==> config.mk <==
export PLATFORM = sky130hd
export DESIGN_NAME = wb_stage
export DESIGN_NICKNAME = d
export VERILOG_FILES = /design/src/rtl/wb_stage.sv
export SDC_FILE = /design/constraint.sdc
export NUM_CORES = 1
export LEC_CHECK = 0
export BUFFER_PORTS_ARGS = -buffer_cell sky130_fd_sc_hd__buf_2
export CORE_AREA = 2 2 102 104
export CTS_CLUSTER_SIZE = 16
export DETAILED_ROUTE_END_ITERATION = 10
export DIE_AREA = 0 0 104 106
export HOLD_SLACK_MARGIN = 0.12
export PLACE_DENSITY = 0.85
export RECOVER_POWER = 25
export SKIP_LAST_GASP = 1
export SLEW_MARGIN = 20
export SYNTH_ARGS = -nofsm -noshare
export SYNTH_HDL_FRONTEND = slang
export SYNTH_SLANG_ARGS = --single-unit
==> constraint.sdc <==
create_clock -name clk -period 3 [get_ports clk]
set_clock_uncertainty 0.1 [all_clocks]
set_input_delay 0.6 -clock clk [delete_from_list [all_inputs] [get_ports clk]]
set_output_delay 0.6 -clock clk [all_outputs]
set_load 0.02 [all_outputs]
==> src/rtl/wb_stage.sv <==
// Writeback stage: captures ALU/load results, waits for load data, formats it,
// drives the GPR write port and forwards the write value to decode operands.
module wb_stage #(
  parameter int XLEN = 32
) (
  input  logic            clk,
  input  logic            reset,
  input  logic            in_valid,
  output logic            in_ready,
  input  logic [4:0]      in_rd_addr,
  input  logic            in_rd_en,
  input  logic            in_is_load,
  input  logic [XLEN-1:0] in_alu_result,
  input  logic [1:0]      in_load_size,
  input  logic            in_load_unsigned,
  input  logic [1:0]      in_addr_low,
  input  logic            mem_rvalid,
  input  logic [XLEN-1:0] mem_rdata,
  output logic            gpr_we_,
  output logic [4:0]      gpr_wr_addr,
  output logic [XLEN-1:0] gpr_wr_data,
  input  logic [4:0]      rd_addr_0,
  input  logic [4:0]      rd_addr_1,
  input  logic [XLEN-1:0] gpr_rd_data_0,
  input  logic [XLEN-1:0] gpr_rd_data_1,
  output logic [XLEN-1:0] op_data_0,
  output logic [XLEN-1:0] op_data_1,
  output logic            load_busy,
  output logic [4:0]      load_busy_rd
);

  localparam logic [1:0] IDLE     = 2'd0;
  localparam logic [1:0] WAIT_MEM = 2'd1;
  localparam logic [1:0] WRITE    = 2'd2;

  logic [1:0]      state;
  logic [4:0]      rd_q;
  logic            rd_en_q;
  logic [1:0]      size_q;
  logic            uns_q;
  logic [1:0]      off_q;
  logic [XLEN-1:0] data_q;

  logic            accept;
  logic            write_act;
  logic [7:0]      byte_sel;
  logic [15:0]     half_sel;
  logic [XLEN-1:0] load_data;

  assign in_ready  = (state != WAIT_MEM);
  assign accept    = in_valid && in_ready;
  assign write_act = (state == WRITE) && rd_en_q && (rd_q != 5'd0);

  assign gpr_we_     = !write_act;
  assign gpr_wr_addr = rd_q;
  assign gpr_wr_data = data_q;

  // write_act already excludes x0, so the address compare alone is safe
  assign op_data_0 = (write_act && (rd_addr_0 == rd_q)) ? data_q : gpr_rd_data_0;
  assign op_data_1 = (write_act && (rd_addr_1 == rd_q)) ? data_q : gpr_rd_data_1;

  assign load_busy    = (state == WAIT_MEM) && rd_en_q && (rd_q != 5'd0);
  assign load_busy_rd = load_busy ? rd_q : 5'd0;

  always_comb begin
    byte_sel  = mem_rdata[7:0];
    half_sel  = off_q[1] ? mem_rdata[31:16] : mem_rdata[15:0];
    load_data = mem_rdata;
    case (off_q)
      2'd0:    byte_sel = mem_rdata[7:0];
      2'd1:    byte_sel = mem_rdata[15:8];
      2'd2:    byte_sel = mem_rdata[23:16];
      default: byte_sel = mem_rdata[31:24];
    endcase
    case (size_q)
      2'b00:   load_data = uns_q ? {{(XLEN-8){1'b0}}, byte_sel}
                                 : {{(XLEN-8){byte_sel[7]}}, byte_sel};
      2'b01:   load_data = uns_q ? {{(XLEN-16){1'b0}}, half_sel}
                                 : {{(XLEN-16){half_sel[15]}}, half_sel};
      default: load_data = mem_rdata;
    endcase
  end

  always_ff @(posedge clk) begin
    if (reset) begin
      state   <= IDLE;
      rd_q    <= '0;
      rd_en_q <= 1'b0;
      size_q  <= '0;
      uns_q   <= 1'b0;
      off_q   <= '0;
      data_q  <= '0;
    end else begin
      case (state)
        WAIT_MEM: begin
          if (mem_rvalid) begin
            data_q <= load_data;
            state  <= WRITE;
          end
        end
        default: begin
          if (accept) begin
            rd_q    <= in_rd_addr;
            rd_en_q <= in_rd_en;
            size_q  <= in_load_size;
            uns_q   <= in_load_unsigned;
            off_q   <= in_addr_low;
            if (in_is_load) begin
              state <= WAIT_MEM;
            end else begin
              data_q <= in_alu_result;
              state  <= WRITE;
            end
          end else begin
            state <= IDLE;
          end
        end
      endcase
    end
  end

endmodule

==> key figures <==
Status
  – Outcome: complete, no violations

Timing
  – # setup viols final: 0
  – Max Fclk: 0.337 GHz
  – Final Hold Vio Count: 0
  – Fin crit share: 98.8%
  – Rel. slew slack: 38.1%
  – Fin crit period: 2.96 ns
  – Unrepaired setup endpoints after global routing: yes
  – Setup_tns: 0 ns
  – Measured slew at the worst slew-check pin: approximately 0.93 ns
  – Slew Limit Fails: 0

Synth
  – Top-area cell type share of the netlist area: 24.7%
  – Mapped Cells: 407
  – Post-synth EDFFs: 0
  – Post-synth design cell area: roughly 0.0036 sq mm
  – Sequential share of the synthesized area: 24.7%
  – Syn_area_per_cell: 8.96 sq um
  – Syn. warnings: 0
  – Synth Register Bits: between 40 and 50
  – Mux cell area share after synthesis: 28.4%
  – FFs w/ async S/R, synth: 0%
  – Synth top cells by count: nand2_1, mux2_4, dfxtp_1, a21oi_1, o21ai_0
  – Synth Area in XOR/XNOR: 2.40%
  – Synth Net Count: 561
  – Synth Area in Simple Gates: approximately 15%
  – Most used flip-flop cell after synthesis: dfxtp_1
  – Most common cell in the netlist: nand2_1
  – Cell taking the most area after synthesis: dfxtp_1
  – Compound-Gate Fraction of Synth Area: 23.1%
  – Synth Area in Adders: 0%
  – Synth unique cells: 41
  – Synth top area cells: dfxtp_1, mux2_4, nand2_1
  – Main combinational cell family by area after synthesis: multiplexers

Clock network
  – CTS Buf Count: 5
  – Clk sinks: 45
  – Resized cells post-CTS: 0
  – Htree depth: 2
  – Clk buf depth: 2
  – CTS tree: yes
  – Root Buffer: clkbuf_8
  – Clk pin slew, worst setup/hold paths: 0.08 ns
  – Clk_lat worst skew: 0.29 ns

Critical path
  – Delay-heaviest family, CP: simple AND/OR/NAND/NOR gates
  – Reg-to-Reg Start: state[0]$_SDFFE_PP0P_
  – Worst-path fanout max: 32
  – R2R depth: 5
  – Worst setup EP type: output port
  – CP bufs+invs: 2
  – Critical Path Max Stage Delay: 0.55 ns
  – Critical path type: flop to output port
  – CP arrival: 2.26 ns
  – Worst Path Required: between 2 and 2.5 ns
  – Slowest-stage cell, CP: or4_4
  – Nature of the critical path startpoint: flop
  – Critical path cell sequence: or4_4 -> o2111ai_4 -> nor4_4 -> buf_12 -> mux2_4 -> buf_2
  – Worst R2R End: gpr_wr_data[13]$_SDFFE_PP0P_
  – Reg-to-reg slack, setup: about 0.56 ns

Die
  – Site Rows: 37
  – Core Box Area: 0.0100 sq mm
  – Starting density of the core: 36.5%
  – Width of the die: 104 microns
  – Die area: 0.0110 sq mm
  – Io pins: 263
  – Die height: between 100 and 150 microns

Routing
  – Final ANT Viol Nets: 0
  – DRT Pass-1 Iters: 5
  – Via count: approximately 4100
  – Number of DRC markers in iteration 0: between 200 and 300
  – DRC viols: 0
  – Drt wl/cell: 17.1 microns
  – Vias/cell: 5.18
  – Final wirelength: ~14000 microns

Pwr
  – Total power: 1.80 mW
  – Pwr Density: roughly 350 mW/mm^2
  – Peak supply drop: 0.000198 V
  – Leakage power: 2.44 nW

GRT
  – Total gr overflow: 0
  – Initial antenna violation count: 1
  – Total GRT Usage: 23.0%
  – First-pass GRT wire length: between 20000 and 25000 microns
  – Pin count of the biggest net entering global routing: 49
  – Vias in the first global route: 3812

Place
  – DP Cell Count: 784
  – Port bufs: 262
  – Routability cong.: 0.809
  – HPWL Detailed: 10700 microns

Finish
  – Fill count: 1011
  – Diode count: 0
  – Core Util, Final: 51.8%
  – Final net count: 809
  – Non-Filler Instances: 792
  – Layout cells sized above 1: 51.4%
  – Area delta synth->final: 41.9%

Min path
  – Hold depth: 2
  – Hold worst-path end: uns_q$_SDFFE_PP0P_
  – Worst Hold Launch: uns_q$_SDFFE_PP0P_
  – Hold Crit Class: flop to flop

Job
  – Max Cap Violations: 0
-- cell usage in the layout, fill, tap and decap left out, types with 5 or more instances in the layout --
cell type  count
buf_2        242
nand2_1       63
mux2_4        60
dfxtp_1       45
a21oi_1       24
o21ai_0       23
clkbuf_1      22
a221oi_1      18
inv_1         13
a22o_1        13
buf_4         11
nor2_1        10
nand3_1        9
a211o_1        9
mux2i_1        8
a22oi_1        8
nor3_1         8
and3_1         6
xnor2_1        6
clkbuf_8       6
mux2_2         5
o211ai_1       5
a311oi_1       5
-- repair_timing --
action,in CTS,in global routing
setup buffers,0,0
hold buffers,0,0
endpoints found under the setup margin,0,55
-- worst max path at each step --
stage / from / to / slack, ns / cells after the start
after floorplan: gpr_wr_addr[2]$_SDFFE_PP0P_ / op_data_0[10] / 0.34 / 5
after global placement: rd_addr_0[2] / op_data_0[31] / 0.31 / 7
after detailed placement: rd_addr_1[4] / op_data_1[31] / 0.25 / 7
after CTS: gpr_wr_addr[2]$_SDFFE_PP0P_ / op_data_0[26] / 0.03 / 6
after global routing: gpr_wr_addr[2]$_SDFFE_PP0P_ / op_data_0[26] / -0.03 / 6
final: gpr_wr_addr[2]$_SDFFE_PP0P_ / op_data_1[29] / 0.04 / 6
-- state kept, by name, indices dropped and copies added (netlist names) --
name         flops
gpr_wr_addr      5
gpr_wr_data     32
off_q            2
rd_en_q          1
size_q           2
state            2
uns_q            1
-- power breakdown --
group / switching [mW] / leakage, nW / internal [mW]
sequential: 0.0611 / 0.370 / 0.641
clock: 0.210 / 0.0585 / 0.272
combinational: 0.334 / 2.01 / 0.279
total: 0.605 / 2.44 / 1.19
-- logic make-up after synthesis --
group                  count (synthesis)
AND/OR/NAND/NOR                      113
AO/OA/AOI/OAI                        117
XOR/XNOR                              10
flip-flops                            45
multiplexers                          73
buffers and inverters                 49
-- final cells by class --
type                    count  area, sq um  share of cell area, %
clock buffers               7         86.3                   1.67
clock inverters             1         30.0                  0.580
inverters                  13         48.8                  0.943
multi-input cells         313         2520                   48.7
flip-flops and latches     45          901                   17.4
well taps                 136          170                   3.29
repair buffers            277         1420                   27.4
-- layer usage --
| metal | track usage [%] | routed length, microns | vias up |
|---|---|---|---|
| met4 | 2.32 | 17 | 0 |
| met5 | 0 | 0 | - |
| met3 | 5.33 | 985 | 2 |
| met1 | 28.9 | 5560 | 1940 |
| li1 | - | - | 1995 |
| met2 | 41.6 | 6980 | 165 |
-- metrics by stage --
stage	hold WS (ns)	setup slack, ns	cell area [sq um]
2_1_floorplan	0.337	0.340	3650
5_1_grt	0.389	-0.0314	5170
4_1_cts	0.359	0.0344	5210
3_3_place_gp	0.343	0.313	5090
6_report	0.358	0.0370	5170
3_5_place_dp	0.347	0.250	5090
-- worst register-to-register path: stages (launching register included) --
cell	delay, ns
dfxtp_1	0.36
nor2b_4	0.15
clkbuf_2	0.72
nand2_1	0.19
a21oi_1	0.64
a21oi_1	0.15
Note: power is estimated with default switching activity, not from simulation.
